[src/rtl/csr_ddr3_pulse_arb.sv]
// Round-robin arbiter that turns per-requester strobes into single pulses for a
// cross-clock pulse synchronizer, spacing successive pulses at least GAP cycles apart.
module csr_ddr3_pulse_arb #(
  parameter int N   = 4,
  parameter int GAP = 8,
  parameter int TW  = 2
) (
  input  logic          sys_clk,
  input  logic          sys_rst_n,
  input  logic          en,
  input  logic [N-1:0]  req,
  input  logic          clr_ovf,
  output logic          pulse,
  output logic [TW-1:0] tag,
  output logic [N-1:0]  pend,
  output logic [N-1:0]  ovf,
  output logic          busy
);

  typedef enum logic [1:0] {
    IDLE,
    FIRE,
    HOLD
  } arbState_e;

  localparam logic [7:0] HOLD_LOAD = 8'(GAP - 2);

  arbState_e     state_q, state_d;
  logic [TW-1:0] tag_q, tag_d;
  logic [N-1:0]  pend_q, pend_d;
  logic [N-1:0]  ovf_q, ovf_d;
  logic [7:0]    cnt_q, cnt_d;
  logic          pulse_q;
  logic          en_q;

  logic [2*N-1:0] pendDbl;
  logic [N-1:0]   pendRot;
  logic [31:0]    grantOff;
  logic [31:0]    grantSum;
  logic [TW-1:0]  grantIdx;
  logic           grantAny;
  logic           startGrant;
  logic [N-1:0]   clrMask;

  // Rotate pend so the requester after the last-served tag sits at bit 0, then
  // take the lowest set bit; the offset maps back to an absolute index mod N.
  always_comb begin
    pendDbl  = {pend_q, pend_q} >> (32'(tag_q) + 32'd1);
    pendRot  = pendDbl[N-1:0];
    grantOff = 32'd0;
    for (int j = N - 1; j >= 0; j--) begin
      if (pendRot[j]) begin
        grantOff = 32'(j);
      end
    end
    grantSum = 32'(tag_q) + 32'd1 + grantOff;
    grantIdx = TW'(grantSum % N);
    grantAny = |pend_q;
  end

  always_comb begin
    state_d    = state_q;
    tag_d      = tag_q;
    cnt_d      = cnt_q;
    startGrant = 1'b0;
    clrMask    = '0;

    case (state_q)
      IDLE: begin
        if (en_q && grantAny) begin
          startGrant = 1'b1;
        end
      end
      FIRE: begin
        state_d = HOLD;
        cnt_d   = HOLD_LOAD;
      end
      HOLD: begin
        if (cnt_q == 8'd0) begin
          if (en_q && grantAny) begin
            startGrant = 1'b1;
          end else begin
            state_d = IDLE;
          end
        end else begin
          cnt_d = cnt_q - 8'd1;
        end
      end
      default: state_d = IDLE;
    endcase

    if (startGrant) begin
      state_d = FIRE;
      tag_d   = grantIdx;
      clrMask = N'(1) << grantIdx;
    end

    // A strobe landing on the same edge as its own clear re-arms pend and is not an overflow.
    pend_d = (pend_q & ~clrMask) | req;
    ovf_d  = (ovf_q & ~{N{clr_ovf}}) | (req & pend_q & ~clrMask);
  end

  always_ff @(posedge sys_clk or negedge sys_rst_n) begin
    if (!sys_rst_n) begin
      state_q <= IDLE;
      tag_q   <= TW'(N - 1);
      pend_q  <= '0;
      ovf_q   <= '0;
      cnt_q   <= 8'd0;
      pulse_q <= 1'b0;
      en_q    <= 1'b0;
    end else begin
      state_q <= state_d;
      tag_q   <= tag_d;
      pend_q  <= pend_d;
      ovf_q   <= ovf_d;
      cnt_q   <= cnt_d;
      pulse_q <= (state_d == FIRE);
      en_q    <= en;
    end
  end

  assign pulse = pulse_q;
  assign tag   = tag_q;
  assign pend  = pend_q;
  assign ovf   = ovf_q;
  assign busy  = (state_q != IDLE);

endmodule

[config.mk]
export PLATFORM = sky130hd
export DESIGN_NAME = csr_ddr3_pulse_arb
export DESIGN_NICKNAME = d
export VERILOG_FILES = /design/src/rtl/csr_ddr3_pulse_arb.sv
export SDC_FILE = /design/constraint.sdc
export NUM_CORES = 1
export LEC_CHECK = 0
export ABC_AREA = 1
export CORE_MARGIN = 4
export CORE_UTILIZATION = 56
export DETAILED_ROUTE_END_ITERATION = 8
export GPL_ROUTABILITY_DRIVEN = 0
export PLACE_DENSITY_LB_ADDON = 0.1
export SLEW_MARGIN = 20
export SYNTH_ARGS = -nofsm -noshare
export SYNTH_HDL_FRONTEND = slang
export SYNTH_SLANG_ARGS = --single-unit
[constraint.sdc]
create_clock -name sys_clk -period 5.47 [get_ports sys_clk]
set_clock_uncertainty 0.2 [all_clocks]
set_input_delay 1.094 -clock sys_clk [delete_from_list [all_inputs] [get_ports sys_clk]]
set_output_delay 1.094 -clock sys_clk [all_outputs]
set_load 0.03 [all_outputs]
==> impl_metrics.toml, run 1 <==
[cells_and_area]
register_area_um2 = 553
drive_above_1_share_pct = 10.9
fillers = 151
final_nets = 195
diodes = 0
area_growth_pct = 20.3
multi_input_comb_area_um2 = 599

[global_route]
antenna_found_initial = 0
grt_pass1_vias = 1069
grt_first_pass_wirelength_um = 4330
track_usage_pct = 20.0
overflow = 0
grt_max_degree = 23

[power]
p_total_w = 0.000949
pwr_density_cell_nw_per_um2 = 633
irDropWorstVdd_v = 0.000348
power.leakage_nw = 0.768

[critical_path]
slowest_stage = "clkdlybuf4s50_1"
path_buf_inv = 1
critPathCaptureType = "output port"
cp_max_fo = 9
worstPathRequired_ns = 4.18
slowest_delay_ns = 0.70
path_cells = "clkdlybuf4s50_1"
start_kind = "register"
worstSetupPathType = "register to output port"
cp_top_family = "buffers and inverters"
worstPathArrival_ns = 1.65

[drt]
vias = 1076
ant_nets = 0
drt-initial-drc-count = 43
drc_errors = 0
routed_wl_um = 2550
wl_per_cell_um = 12.2
viasPerCell = 5.12
dr.pass1.iters = 4

[yosys]
synth_xor_area_share_pct = 4.21
ys_ff_latch = 22
yosysUniqueCellTypes = 29
syn-num-nets = 172
synth_simple_gate_area_share_pct = 32.9
synthMuxAreaShare_pct = 0
yosysSeqAreaShare_pct = 44.3
synth-compound-area-share_pct = 7.92
syn-mean-instance-area_um2 = 7.75
synth_top_family_by_area = "simple AND/OR/NAND/NOR gates"
yosysWarningCount = 0
syn_area_um2 = 1250
syn_inst = 161
synth_fa_ha_area_share_pct = 3.01

[sta]
max_slew.worst_pin.slew_ns = 0.922
drv_slew = 0
setup_viol = 0
maxSlewHeadroom_pct = 38.3
fmax_mhz = 340
rsz0062_at_grt = "no"
period_needed_ns = 2.95
fin_tns_setup_ns = 0
fin_crit_sh_pct = 53.8
hold_viol_final = 0

[placement]
place_hpwl_um = 1990
port_buffers = 19

[clocking]
clockBufferDepth = 2
insertion_delay_ns = 0.30
clockRootBuffer = "clkbuf_4"
cts_tree = "yes"
cts.htree.levels = 1
clk_pin_slew_ns = 0.12
post_cts_resized = 0
cts_buffers = 3
cts_setup_buffers = 0
cts.sinks = 22
hold_buffers = 0

[floorplan]
dieArea_um2 = 3050
die_h_um = 55.2
io_pins = 20
core.rowCount = 16
initial_core_util_pct = 61.1
die_w_um = 55.2
core-area_um2 = 2040

[run_status]
status = "complete, no violations"

[min_path]
hold_class = "register to register"

[job]
maxCapViolations = 0
==> flip-flops by register name (all words and copies together) (netlist names) <==
name     count
ovf          4
pend         4
cnt_q        8
en_q         1
state_q      2
pulse        1
tag          2
==> area by class of cell <==
cell class	instances	share of cell area [%]
clock buffers	4	2.42
inverters	23	5.84
multi-input cells	115	39.9
flip-flops and latches	22	36.9
well taps	27	2.25
repair buffers	19	12.7
==> metrics by stage <==
step	util, %	setup slack (ns)	hold WS [ns]	std cells	area [um^2]
2_1_floorplan	-	3.14	0.294	161	1250
3_3_place_gp	71.7	2.89	0.264	206	1460
3_5_place_dp	71.7	2.87	0.264	206	1460
4_1_cts	73.5	2.52	0.301	210	1500
5_1_grt	73.5	2.47	0.319	210	1500
6_report	73.5	2.52	0.299	210	1500
==> power by group <==
group          switching [W]  internal [W]   total, W  leakage [nW]
combinational       0.000358      0.000206   0.000564         0.493
clock              0.0000476     0.0000406  0.0000882        0.0210
sequential         0.0000673      0.000230   0.000297         0.254
total               0.000473      0.000477   0.000949         0.768
==> worst paths after layout <==
kind                            from       end  slack, ns  cells past startpoint
max                           tag[1]    tag[1]       2.52                      1
min                           ovf[2]    ovf[2]       0.30                      2
max reg2reg                   tag[0]    ovf[2]       2.97                     15
min reg2reg                   ovf[2]    ovf[2]       0.30                      2
max in group asynchronous  sys_rst_n   pend[3]       3.42                      1
min in group asynchronous  sys_rst_n  cnt_q[4]       1.10                      1
==> placed cells by master, fill, tap and decap left out, types with 3 or more instances in the layout <==
cell              n
nand3_1          13
clkdlybuf4s50_1  19
o21ai_0           3
clkbuf_4          3
o31ai_1           3
nand2_2           5
xor2_1            5
dfrtp_1          20
nor2_1           11
inv_1            19
nand2_1          53
ha_1              3
o21ai_1           3
==> synth_stat cells <==
master    instances  area (um^2)
a21boi_0          1         7.51
o31ai_1           3         22.5
buf_4             1         7.51
inv_1            19         71.3
a21boi_2          1         11.3
a21oi_1           1         5.00
nor4_1            1         6.26
nand2_1          53          199
nand2_2           5         31.3
nor2_1           11         41.3
clkinv_2          1         5.00
dfrtp_1          20          500
or2_1             1         6.26
a21o_1            1         7.51
o21ai_1           3         15.0
nand3_1          13         65.1
nand4_1           2         12.5
xnor2_1           1         8.76
nor2_2            1         6.26
nand2_4           2         22.5
a22oi_1           1         7.51
ha_1              3         37.5
clkinv_1          1         3.75
dfstp_2           2         52.6
inv_2             2         7.51
o21ai_0           3         15.0
xor2_1            5         43.8
nand3_2           2         20.0
o21bai_1          1         7.51
==> cell families (layout without fill, tap and decap cells) <==
logic type,Yosys count,after routing
and+or+nand+nor,91,91
buffers and inverters,24,46
DFF,22,22
AOI/OAI and AO/OA,15,15
xor gates and xnor gates,6,6
adders and majority gates,3,3
==> tightest hold or removal path: stages (launching register included) <==
cell	delay [ns]
dfrtp_1	0.36
nand2_1	0.05
nand2_1	0.06
==> per-layer routing <==
metal	share of wire [%]	track usage (%)
met1	48	25.2
met2	48	33.9
met3	2.7	3.75
met4	1.5	7.69
met5	0	0
(Power assumes the default switching activity.)
==> inputs of run 2 (changes only) <==
- CORE_UTILIZATION: 56 -> 52
- clock period: 5.47 -> 3 ns (I/O delays scaled with it)
==> run 2 against run 1 <==
  * Clock power increased by 93%
  * Worst setup slack got worse by 2.1 ns
  * Clock-buffer cell count unchanged
  * Combinational power increased by 83%
  * Flip-flop and latch count unchanged
  * Register-to-register slack got worse by 2.5 ns
  * Die area increased by 6.6%
  * Critical endpoint is now ovf[3]
  * Power increased by 84%
==> impl_metrics.toml, run 2 (synthesis results as in run 1) <==
[clocking]
cts_tree = "yes"
cts.htree.levels = 1
cts_setup_buffers = 0
cts.sinks = 22
post_cts_resized = 0
clockRootBuffer = "clkbuf_4"
hold_buffers = 0
clockBufferDepth = 2
cts_buffers = 3
insertion_delay_ns = 0.31
clk_pin_slew_ns = 0.13

[sta]
fin_crit_sh_pct = 85.5
rsz0062_at_grt = "no"
setup_viol = 0
hold_viol_final = 0
maxSlewHeadroom_pct = 78.8
max_slew.worst_pin.slew_ns = 0.317
period_needed_ns = 2.57
fin_tns_setup_ns = 0
drv_slew = 0
fmax_mhz = 390

[global_route]
antenna_found_initial = 0
overflow = 0
grt_first_pass_wirelength_um = 4660
grt_pass1_vias = 1088
grt_max_degree = 23
track_usage_pct = 18.5

[min_path]
holdPathEnd = "ovf[0]"
min_path_cells = 2
worstHoldStart = "ovf[0]"
hold_class = "register to register"

[power]
pwr_density_cell_nw_per_um2 = 1150
power.leakage_nw = 0.773
irDropWorstVdd_v = 0.000721

[critical_path]
slowest_stage = "dfstp_2"
cpMostUsedCell = "nand2_1"
path_cells = "inv_2 -> nand2_1 -> nand3_1 -> nand2_1 -> nand3_1 -> a21boi_0 -> ha_1 -> xor2_1 -> nand2_1 -> nand2_1 -> inv_1 -> nand2_4 -> nand2_4 -> o21bai_1 -> nand2_1"
r2r_slack_ns = 0.43
worstPathRequired_ns = 3.01
reg2regPathDepth = 15
cp_top_family = "simple AND/OR/NAND/NOR gates"
start_kind = "register"
cp_max_fo = 7
path_buf_inv = 2
slowest_delay_ns = 0.62
worstPathArrival_ns = 2.58
r2r_end = "ovf[3]"
worstSetupPathType = "register to register"
critPathCaptureType = "register"
r2r-start = "tag[0]"
startpoint = "tag[0]"
cp_num_cells = 15

[cells_and_area]
drive_above_1_share_pct = 11.4
diodes = 0
mostFrequentLayoutCell = "nand2_1"
area_growth_pct = 21.0
layout_common_cells = "53 x nand2_1, 20 x dfrtp_1, 19 x inv_1, 19 x clkdlybuf4s50_1, 13 x nand3_1"
largest_reg_flops = 8
final_nets = 196
max_flop_register = "cnt_q"
final_cells = 212

[floorplan]
initial_core_util_pct = 55.3
dieArea_um2 = 3250
io_pins = 20
die_h_um = 57.0
core-area_um2 = 2250
core.rowCount = 17
die_w_um = 57.0

[job]
maxCapViolations = 0

[run_status]
status = "complete, no violations"

[drt]
viasPerCell = 5.08
dr.pass1.iters = 4
drt-initial-drc-count = 34
routed_wl_um = 2740
ant_nets = 0
drc_errors = 0
wl_per_cell_um = 12.9
vias = 1077

[placement]
placed_cells = 208
port_buffers = 19
place_hpwl_um = 2120
## run 2: per-stage QoR
stage               area (um^2)  utilization, %  worst slack (ns)  power (W)  hold WS, ns
finish                     1510            66.9             0.434    0.00174        0.300
floorplan                  1250               -             0.668    0.00127        0.104
global placement           1470            65.3             0.663    0.00153        0.265
CTS                        1510            66.9             0.467    0.00175        0.304
detailed placement         1470            65.3             0.482    0.00158        0.275
global route               1510            66.9             0.234    0.00189        0.334
## run 2: cell type report
type	count	area (um^2)
well taps	28	35.0
multi-input cells	115	599
flip-flops and latches	22	553
repair buffers	20	198
fillers	198	746
inverters	23	87.6
clock buffers	4	36.3
## run 2: worst reg2reg max path, delay by kind of cell, from the launching register on
kind,cells,cell delay [ns]
adders and majority gates,1,0.22
xor gates and xnor gates,1,0.17
buffers and inverters,2,0.17
and+or+nand+nor,9,0.77
AOI/OAI and AO/OA,2,0.34
DFF,1,0.62
## run 2: how the worst max path moves through the flow
stage / to / slack, ns
2_1_floorplan: ovf[3] / 0.67
3_3_place_gp: ovf[3] / 0.66
3_5_place_dp: ovf[3] / 0.48
4_1_cts: ovf[3] / 0.47
5_1_grt: ovf[3] / 0.23
6_report: ovf[3] / 0.43
## run 2: metal layers
layer,up-vias,share of wire (%),track usage [%]
li1,550,-,-
met1,503,42,20.8
met2,19,53,34.1
met3,5,3.1,3.17
met4,0,1.6,7.95
met5,-,0,0
## run 2: power by group
group          total [W]  internal, W  switching [W]  leakage [nW]
Sequential      0.000544     0.000419       0.000125         0.254
Combinational    0.00103     0.000376       0.000652         0.498
Clock           0.000170    0.0000742      0.0000960        0.0210
==> inputs of run 3 (changes only) <==
- CORE_UTILIZATION: 52 -> 56
- clock period: 3 -> 3.3 ns (I/O delays scaled with it)
==> run 3 against run 2 <==
  * Routed wire length up 0.99%
  * Die area down 6.2%
  * Final cell count down 0.47%
  * Clock power up 20%
  * Core utilization up 7.7 points
  * Sequential power down 8.5%
  * Non-clock buffer count unchanged
==> impl_metrics.toml, run 3 (synthesis results as in run 1) <==
[run_status]
status = "complete, no violations"

[power]
pwr_density_cell_nw_per_um2 = 1080
power.leakage_nw = 0.780
irDropWorstVdd_v = 0.000675

[drt]
ant_nets = 0
drt-initial-drc-count = 25
vias = 1122
viasPerCell = 5.32
drc_errors = 0
routed_wl_um = 2760
dr.pass1.iters = 4
wl_per_cell_um = 13.1

[clocking]
cts.htree.levels = 1
clk_pin_slew_ns = 0.12
cts_setup_buffers = 0
hold_buffers = 0
insertion_delay_ns = 0.31
clockBufferDepth = 2
cts_tree = "yes"
clockRootBuffer = "clkbuf_4"
cts.sinks = 22
cts_buffers = 3
post_cts_resized = 0

[cells_and_area]
final_nets = 196
diodes = 0
fillers = 161
drive_above_1_share_pct = 11.4
final_util_pct = 74.6
register_area_um2 = 553
max_flop_register = "cnt_q"
layout_common_cells = "53 x nand2_1, 20 x dfrtp_1, 19 x inv_1, 19 x clkdlybuf4s50_1, 13 x nand3_1"
largest_reg_flops = 8
multi_input_comb_area_um2 = 599
area_growth_pct = 22.2
mostFrequentLayoutCell = "nand2_1"

[min_path]
worstHoldStart = "ovf[1]"
min_path_cells = 2
hold_class = "register to register"
holdPathEnd = "ovf[1]"

[sta]
maxSlewHeadroom_pct = 78.7
setup_viol = 0
fin_crit_sh_pct = 76.6
hold_viol_final = 0
fin_tns_setup_ns = 0
period_needed_ns = 2.53
fmax_mhz = 396
max_slew.worst_pin.slew_ns = 0.318
rsz0062_at_grt = "no"
drv_slew = 0

[floorplan]
dieArea_um2 = 3050
die_h_um = 55.2
io_pins = 20
die_w_um = 55.2
core-area_um2 = 2040
initial_core_util_pct = 61.1
core.rowCount = 16

[critical_path]
r2r_end = "pend[1]"
slowest_stage = "clkdlybuf4s50_1"
critPathCaptureType = "output port"
cp_top_family = "buffers and inverters"
cp_max_fo = 9
reg2regPathDepth = 15
start_kind = "register"
r2r-start = "tag[0]"
path_cells = "clkdlybuf4s50_1"
worstPathArrival_ns = 1.67
worstPathRequired_ns = 2.44
path_buf_inv = 1
slowest_delay_ns = 0.70
worstSetupPathType = "register to output port"
r2r_slack_ns = 0.80

[global_route]
track_usage_pct = 22.6
grt_pass1_vias = 1151
grt_max_degree = 23
antenna_found_initial = 0
overflow = 0
grt_first_pass_wirelength_um = 4830

[placement]
port_buffers = 19
place_hpwl_um = 2100

[job]
maxCapViolations = 0
run 3: changes by cell type in the layout (fill, tap and decap cells not counted), sizes merged:
cell | before | now
bufinv | 0 | 1
clkbuf | 4 | 3
run 3: worst max-delay path by stage:
stage / end / cells past startpoint / slack (ns) / from
floorplan: ovf[3] / 15 / 0.97 / tag[0]
global placement: ovf[3] / 15 / 1.0 / tag[0]
detailed placement: ovf[3] / 15 / 0.86 / tag[0]
CTS: tag[1] / 1 / 0.77 / tag[1]
global route: ovf[0] / 15 / 0.63 / tag[0]
finish: tag[1] / 1 / 0.77 / tag[1]
run 3: layout make-up:
class | count | area share, %
Clock buffer | 3 | 1.48
Clock inverter | 1 | 1.97
Inverter | 23 | 5.75
Multi-Input combinational cell | 115 | 39.3
Sequential cell | 22 | 36.3
Tap cell | 27 | 2.22
Timing Repair Buffer | 20 | 13.0
run 3: worst register-to-register path: stages (launching register included):
cell	delay, ns
dfstp_2	0.61
inv_2	0.09
nand2_1	0.10
nand3_1	0.08
nand2_1	0.09
nand3_1	0.07
a21boi_0	0.16
ha_1	0.22
xor2_1	0.15
nand2_1	0.06
nand2_1	0.10
nand3_2	0.12
nand2_4	0.12
nand2_2	0.06
nand2_1	0.07
nand2_1	0.08
run 3: layer usage:
layer  up-vias  GRT usage [%]  part of all wire, %
li1        555              -                    -
met1       526           26.9                   44
met2        33           37.8                   48
met3         8           4.56                  5.2
met4         0           13.0                  2.5
met5         -              0                    0
run 3: metrics by stage:
step                power [W]  cell area [um^2]  setup WS (ns)  instances  hold slack, ns
floorplan             0.00116              1250          0.968        161           0.164
global placement      0.00139              1470          0.995        207           0.267
detailed placement    0.00144              1470          0.863        207           0.265
CTS                   0.00165              1520          0.768        211           0.302
global route          0.00179              1520          0.629        211           0.331
finish                0.00165              1520          0.774        211           0.297
run 3: power breakdown:
| part | internal, W | total, W | switching (W) |
|---|---|---|---|
| Combinational | 0.000342 | 0.000946 | 0.000604 |
| Sequential | 0.000381 | 0.000498 | 0.000116 |
| Clock | 0.000123 | 0.000204 | 0.0000807 |
| Total | 0.000846 | 0.00165 | 0.000801 |
